<file path="src/rtl/instruction_issue_queue_if.sv">
// Fetch-to-decode issue-queue bundle: fetch pushes instruction pairs, decode
// consumes them. The queue uses the slave modport; its environment uses master.
interface instruction_issue_queue_if #(
  parameter int bitsize = 11,
  parameter int DEPTH   = 4
);
  logic [31:0]              fetch_output1;
  logic [31:0]              fetch_output2;
  logic [bitsize-1:0]       fetch_pc;
  logic                     fetch_valid;
  logic                     IF_flush;
  logic                     PC_enable;
  logic [31:0]              issue_inst1;
  logic [31:0]              issue_inst2;
  logic [bitsize-1:0]       issue_pc;
  logic                     issue_valid1;
  logic                     issue_valid2;
  logic                     issue_ready;
  logic                     split_req;
  logic [$clog2(DEPTH):0]   occupancy;

  modport master (
    output fetch_output1, fetch_output2, fetch_pc, fetch_valid, IF_flush,
           issue_ready, split_req,
    input  PC_enable, issue_inst1, issue_inst2, issue_pc, issue_valid1,
           issue_valid2, occupancy
  );

  modport slave (
    input  fetch_output1, fetch_output2, fetch_pc, fetch_valid, IF_flush,
           issue_ready, split_req,
    output PC_enable, issue_inst1, issue_inst2, issue_pc, issue_valid1,
           issue_valid2, occupancy
  );
endinterface

</file>
<file path="src/rtl/instruction_issue_queue.sv">
// Instruction-pair FIFO between fetch and decode, with optional split issue
// of a pair over two cycles and flush on branch redirect.
module instruction_issue_queue #(
  parameter int bitsize = 11,
  parameter int DEPTH   = 4
) (
  input  logic                   clk,
  input  logic                   reset,
  instruction_issue_queue_if.slave bus
);
  localparam int PW = $clog2(DEPTH);
  localparam int CW = PW + 1;

  typedef enum logic {PAIR, SECOND} state_t;

  logic [31:0]        r_inst1 [DEPTH];
  logic [31:0]        r_inst2 [DEPTH];
  logic [bitsize-1:0] r_pc    [DEPTH];
  logic               r_v1    [DEPTH];
  logic               r_v2    [DEPTH];

  logic [PW-1:0] r_wrPtr;
  logic [PW-1:0] r_rdPtr;
  logic [CW-1:0] r_count;
  state_t        r_state;

  logic w_empty;
  logic w_full;
  logic w_push;
  logic w_pop;
  logic w_hv1;
  logic w_hv2;
  logic w_split;
  logic w_toSecond;

  assign w_empty = (r_count == '0);
  assign w_full  = (r_count == CW'(DEPTH));
  assign w_hv1   = r_v1[r_rdPtr];
  assign w_hv2   = r_v2[r_rdPtr];
  assign w_split = bus.split_req && w_hv1 && w_hv2;

  assign bus.PC_enable = !w_full && !bus.IF_flush;
  assign bus.occupancy = r_count;

  // An all-bubble pair carries nothing to issue, so it never takes a slot.
  assign w_push = bus.fetch_valid && bus.PC_enable &&
                  ((bus.fetch_output1 != 32'h0) || (bus.fetch_output2 != 32'h0));

  assign w_pop      = !w_empty && bus.issue_ready && ((r_state == SECOND) || !w_split);
  assign w_toSecond = !w_empty && bus.issue_ready && (r_state == PAIR) && w_split;

  always_comb begin
    bus.issue_inst1  = 32'h0;
    bus.issue_inst2  = 32'h0;
    bus.issue_pc     = '0;
    bus.issue_valid1 = 1'b0;
    bus.issue_valid2 = 1'b0;
    if (!w_empty) begin
      bus.issue_inst1 = r_inst1[r_rdPtr];
      bus.issue_inst2 = r_inst2[r_rdPtr];
      if (r_state == SECOND) begin
        bus.issue_pc     = r_pc[r_rdPtr] + bitsize'(4);
        bus.issue_valid2 = 1'b1;
      end else begin
        bus.issue_pc     = r_pc[r_rdPtr];
        bus.issue_valid1 = w_hv1;
        bus.issue_valid2 = w_hv2 && !w_split;
      end
    end
  end

  always_ff @(posedge clk) begin
    if (w_push) begin
      r_inst1[r_wrPtr] <= bus.fetch_output1;
      r_inst2[r_wrPtr] <= bus.fetch_output2;
      r_pc[r_wrPtr]    <= bus.fetch_pc;
      r_v1[r_wrPtr]    <= (bus.fetch_output1 != 32'h0);
      r_v2[r_wrPtr]    <= (bus.fetch_output2 != 32'h0);
    end
  end

  // Flush wins over everything, including a pop decode sees in the same cycle.
  always_ff @(posedge clk or negedge reset) begin
    if (!reset) begin
      r_wrPtr <= '0;
      r_rdPtr <= '0;
      r_count <= '0;
      r_state <= PAIR;
    end else if (bus.IF_flush) begin
      r_wrPtr <= '0;
      r_rdPtr <= '0;
      r_count <= '0;
      r_state <= PAIR;
    end else begin
      if (w_push) r_wrPtr <= r_wrPtr + PW'(1);
      if (w_pop)  r_rdPtr <= r_rdPtr + PW'(1);
      case ({w_push, w_pop})
        2'b10:   r_count <= r_count + CW'(1);
        2'b01:   r_count <= r_count - CW'(1);
        default: r_count <= r_count;
      endcase
      case (r_state)
        PAIR:    if (w_toSecond) r_state <= SECOND;
        SECOND:  if (w_pop)      r_state <= PAIR;
        default: r_state <= PAIR;
      endcase
    end
  end
endmodule
</file>
<file path="src/flat_wrapper.sv">
// flat-port wrapper written by rule: the top's interface ports become plain ports
module instruction_issue_queue_flat 
#(
  parameter int bitsize = 11,
  parameter int DEPTH   = 4
)
  (clk, reset, bus_fetch_output1, bus_fetch_output2, bus_fetch_pc, bus_fetch_valid, bus_IF_flush, bus_issue_ready, bus_split_req, bus_PC_enable, bus_issue_inst1, bus_issue_inst2, bus_issue_pc, bus_issue_valid1, bus_issue_valid2, bus_occupancy);
  instruction_issue_queue_if #(.bitsize(bitsize), .DEPTH(DEPTH)) bus_i ();
  input  logic clk;
  input  logic reset;
  input wire logic [$bits(bus_i.fetch_output1)-1:0] bus_fetch_output1;
  input wire logic [$bits(bus_i.fetch_output2)-1:0] bus_fetch_output2;
  input wire logic [$bits(bus_i.fetch_pc)-1:0] bus_fetch_pc;
  input wire logic [$bits(bus_i.fetch_valid)-1:0] bus_fetch_valid;
  input wire logic [$bits(bus_i.IF_flush)-1:0] bus_IF_flush;
  input wire logic [$bits(bus_i.issue_ready)-1:0] bus_issue_ready;
  input wire logic [$bits(bus_i.split_req)-1:0] bus_split_req;
  output wire logic [$bits(bus_i.PC_enable)-1:0] bus_PC_enable;
  output wire logic [$bits(bus_i.issue_inst1)-1:0] bus_issue_inst1;
  output wire logic [$bits(bus_i.issue_inst2)-1:0] bus_issue_inst2;
  output wire logic [$bits(bus_i.issue_pc)-1:0] bus_issue_pc;
  output wire logic [$bits(bus_i.issue_valid1)-1:0] bus_issue_valid1;
  output wire logic [$bits(bus_i.issue_valid2)-1:0] bus_issue_valid2;
  output wire logic [$bits(bus_i.occupancy)-1:0] bus_occupancy;
  assign bus_i.fetch_output1 = bus_fetch_output1;
  assign bus_i.fetch_output2 = bus_fetch_output2;
  assign bus_i.fetch_pc = bus_fetch_pc;
  assign bus_i.fetch_valid = bus_fetch_valid;
  assign bus_i.IF_flush = bus_IF_flush;
  assign bus_i.issue_ready = bus_issue_ready;
  assign bus_i.split_req = bus_split_req;
  assign bus_PC_enable = bus_i.PC_enable;
  assign bus_issue_inst1 = bus_i.issue_inst1;
  assign bus_issue_inst2 = bus_i.issue_inst2;
  assign bus_issue_pc = bus_i.issue_pc;
  assign bus_issue_valid1 = bus_i.issue_valid1;
  assign bus_issue_valid2 = bus_i.issue_valid2;
  assign bus_occupancy = bus_i.occupancy;
  instruction_issue_queue #(.bitsize(bitsize), .DEPTH(DEPTH)) u_core (.clk(clk), .reset(reset), .bus(bus_i));
endmodule
</file>
<file path="config.mk">
export PLATFORM = sky130hd
export DESIGN_NAME = instruction_issue_queue_flat
export DESIGN_NICKNAME = d
export VERILOG_FILES = /design/src/rtl/instruction_issue_queue_if.sv /design/src/rtl/instruction_issue_queue.sv /design/src/flat_wrapper.sv
export SDC_FILE = /design/constraint.sdc
export NUM_CORES = 1
export LEC_CHECK = 0
export ABC_CLOCK_PERIOD_IN_PS = 9600
export CAP_MARGIN = 5
export CORE_UTILIZATION = 59
export CTS_CLUSTER_DIAMETER = 30
export DETAILED_ROUTE_END_ITERATION = 8
export PLACE_DENSITY = 0.83
export SETUP_SLACK_MARGIN = 0.4
export SLEW_MARGIN = 20
export SYNTH_ARGS = -nofsm -noshare
export SYNTH_HDL_FRONTEND = slang
export SYNTH_SLANG_ARGS = --single-unit
</file>
<file path="constraint.sdc">
create_clock -name clk -period 9.6 [get_ports clk]
set_input_delay 2.4 -clock clk [delete_from_list [all_inputs] [get_ports clk]]
set_output_delay 2.4 -clock clk [all_outputs]
set_load 0.005 [all_outputs]
</file>
==> flow_metrics.env <==
export IMPL_clock_root_buffer="clkbuf_16"
export IMPL_worstPathArrival_ns=3.89
export IMPL_yosys_top_cells_area="edfxtp_1 75%, mux4_2 14%, and2_1 3.5%"
export IMPL_cap_violations=0
export IMPL_ctsHoldBuffers=0
export IMPL_p_per_area_nw_per_um2=274
export IMPL_drtPass1Iterations=4
export IMPL_rsz0062_at_grt="false"
export IMPL_core_region_area_um2=20400
export IMPL_slowest_stage="clkdlybuf4s50_1"
export IMPL_drt_iter0_drc=544
export IMPL_path_buf_inv=2
export IMPL_hold_path_startpoint="u_core.r_wrPtr[1]$_DFFE_PN0P_"
export IMPL_crit_start="bus_IF_flush"
export IMPL_dpl_cell_count=998
export IMPL_yosysUniqueCellTypes=36
export IMPL_cts_sinks=316
export IMPL_viasPerCell=5.86
export IMPL_path_clk_slew_ns=0.04
export IMPL_cts_tree="built"
export IMPL_reg2reg_from="u_core.r_rdPtr[0]$_DFFE_PN0P_"
export IMPL_drt_wirelength_per_cell_um=23.5
export IMPL_slew_headroom_pct=42.8
export IMPL_floorplan_io_pins=162
export IMPL_synthTopCellsByCount="308 x edfxtp_1, 75 x mux4_2, 70 x and2_1"
export IMPL_min_period_ns=6.29
export IMPL_yosysWarnings=0
export IMPL_syn_num_nets=674
export IMPL_syn_inst=587
export IMPL_criticalPathCategory="primary input to primary output"
export IMPL_ys_flop_type="edfxtp_1"
export IMPL_cp_start_kind="primary input"
export IMPL_peakVddDrop_mv=0.175
export IMPL_nFillCells=1044
export IMPL_postLayoutCellArea_um2=16100
export IMPL_grt_first_pass_wirelength_mm=39.1
export IMPL_grt_pass1_vias=6920
export IMPL_ys_ff_latch=316
export IMPL_p_leak_uw=0.00521
export IMPL_area_delta_synth_final_pct=29.7
export IMPL_worst_pin_slew_ns=0.858
export IMPL_finalSetupViolCount=0
export IMPL_dieHeight_um=147
export IMPL_dp_hpwl_mm=13.7
export IMPL_status="finished, final reports clean"
export IMPL_synth_top_area_share_pct=74.5
export IMPL_hold_path_class="flop to flop"
export IMPL_initial_utilization_pct=60.8
export IMPL_final_max_slew_violation_count=0
export IMPL_async_flop_share_pct=2.53
export IMPL_ctsResizeCount=0
export IMPL_drtAntennaViolNets=0
export IMPL_synthesis_area_um2=12400
export IMPL_placed_area_um2=14300
export IMPL_fin_tns_setup_ns=0
export IMPL_cts_path_max_buffers=3
export IMPL_rows=52
export IMPL_critPathRequiredTime_ns=7.20
export IMPL_path_common_cell="clkdlybuf4s50_1"
export IMPL_cp_slowest_stage_delay_ns=0.61
export IMPL_drive_above_1_share_pct=21.8
export IMPL_track_usage_pct=24.4
export IMPL_overflow=0
export IMPL_cp_top_family="buffers and inverters"
export IMPL_yosysSeqAreaShare_pct=76.1
export IMPL_clk_latency_ns=0.53
export IMPL_fin_nets=870
export IMPL_clock_fmax_ghz=0.159
export IMPL_io_buffers=161
export IMPL_place_congestion=0.797
export IMPL_yosys_area_top_type="edfxtp_1"
export IMPL_synth_avg_cell_area_um2=21.1
export IMPL_synth_edf_count=308
export IMPL_cts_buffers=52
export IMPL_setup_slack_ns=3.31
export IMPL_vias=6401
export IMPL_path_max_fanout=12
export IMPL_grt_max_degree=79
export IMPL_post_place_ws_ns=3.36
export IMPL_die_area_um2=21600
export IMPL_hold_violations=0
export IMPL_final_util_pct=78.8
export IMPL_skew_ns=0.0113
export IMPL_path_cells="clkdlybuf4s50_1, a21oi_1, clkdlybuf4s50_1"
export IMPL_antenna_found_initial=1
export IMPL_finalCritPeriodShare_pct=65.6
export IMPL_die_x_um=147
export IMPL_detail_route_wirelength_mm=25.7
export IMPL_cp_end_kind="primary output"
export IMPL_synth_most_common_cell="edfxtp_1"
export IMPL_htreeDepth=2
export IMPL_cts_setup_buffers=0
export IMPL_final_instance_count_excl_fill=1093
export IMPL_drc=0
## cell type report
class	count	area [um^2]	share of cell area (%)
diodes	1	2.50	0.0155
clock buffers	55	1330	8.29
clock inverters	38	403	2.50
inverters	3	11.3	0.0700
multi-input cells	241	2840	17.7
flip-flops and latches	316	9460	58.8
well taps	270	338	2.10
repair buffers	169	1710	10.6
## kinds of logic (layout without fill, tap and decap cells)
family	after synthesis	in the layout	synth area share [%]
adder cells (fa/ha/maj)	6	6	0.665
AND/OR/NAND/NOR	134	134	6.21
other	0	1	0
buffers and inverters	30	265	1.10
flip-flops	316	316	76.1
XOR/XNOR	12	12	0.907
AO/OA/AOI/OAI	7	7	0.504
multiplexers	82	82	14.5
## layout by cell type (no fill, tap or decap), types with 3 or more instances in the layout
cell / instances
edfxtp_1: 308
clkdlybuf4s50_1: 161
mux4_2: 75
and2_1: 66
clkbuf_16: 53
nor2_1: 17
nor4_1: 16
clkinv_2: 11
nand2_1: 8
bufinv_16: 7
clkinv_4: 7
nand4_1: 6
xor2_1: 6
clkinvlp_4: 6
clkinv_1: 6
dfrtp_1: 6
xnor2_1: 5
ha_1: 5
a21oi_1: 4
nor2b_1: 4
and2_4: 4
buf_6: 4
nand3_1: 3
inv_1: 3
mux2i_1: 3
buf_4: 3
## sequential cells by signal (all words and copies together), names as in the netlist
signal                cells
u_core.r_inst1          128
u_core.r_wrPtr            2
u_core.bus.occupancy      3
u_core.r_state            1
u_core.r_inst2          128
u_core.r_v1               4
u_core.r_v2               4
u_core.r_rdPtr            2
u_core.r_pc              44
## per-stage QoR
stage	hold slack [ns]	power, uW
after global placement	0.589	2610
after CTS	0.602	4450
after floorplan	0.538	2120
after detailed placement	0.602	2630
final	0.605	4410
after global routing	0.653	4560
## worst register-to-register path: cells and delay by family (launching register included)
kind	cells	cell delay, ns
AOI/OAI and AO/OA	1	0.39
adders and majority gates	1	0.20
buffers and inverters	1	0.84
DFF	1	0.88
muxes	3	1.18
and+or+nand+nor	2	0.40
## per-layer routing
| layer | vias to the layer above | track usage, % | share of wire [%] |
|---|---|---|---|
| li1 | 2809 | - | - |
| met5 | - | 0 | 0 |
| met2 | 226 | 41.3 | 53 |
| met3 | 49 | 4.60 | 5.5 |
| met4 | 0 | 9.28 | 2.3 |
| met1 | 3317 | 31.8 | 40 |
## power breakdown
part	leakage, uW	switching (uW)	internal, uW	total, uW
registers	0.00291	53.3	1580	1640
clock network	0.000841	618	1190	1810
logic	0.00147	403	565	968
total	0.00521	1070	3340	4410
## worst paths after layout
kind,slack (ns),to,cells past startpoint
hold / removal,0.61,u_core.r_wrPtr[1]$_DFFE_PN0P_,2
min in group asynchronous,2.16,u_core.bus.occupancy[2]$_DFFE_PN0P_,1
setup reg to reg,5.60,u_core.bus.occupancy[2]$_DFFE_PN0P_,8
hold reg to reg,0.61,u_core.r_wrPtr[1]$_DFFE_PN0P_,2
setup / recovery,3.31,bus_PC_enable,3
max in group asynchronous,7.12,u_core.r_rdPtr[0]$_DFFE_PN0P_,1
Power figures use the tool's default switching activity.
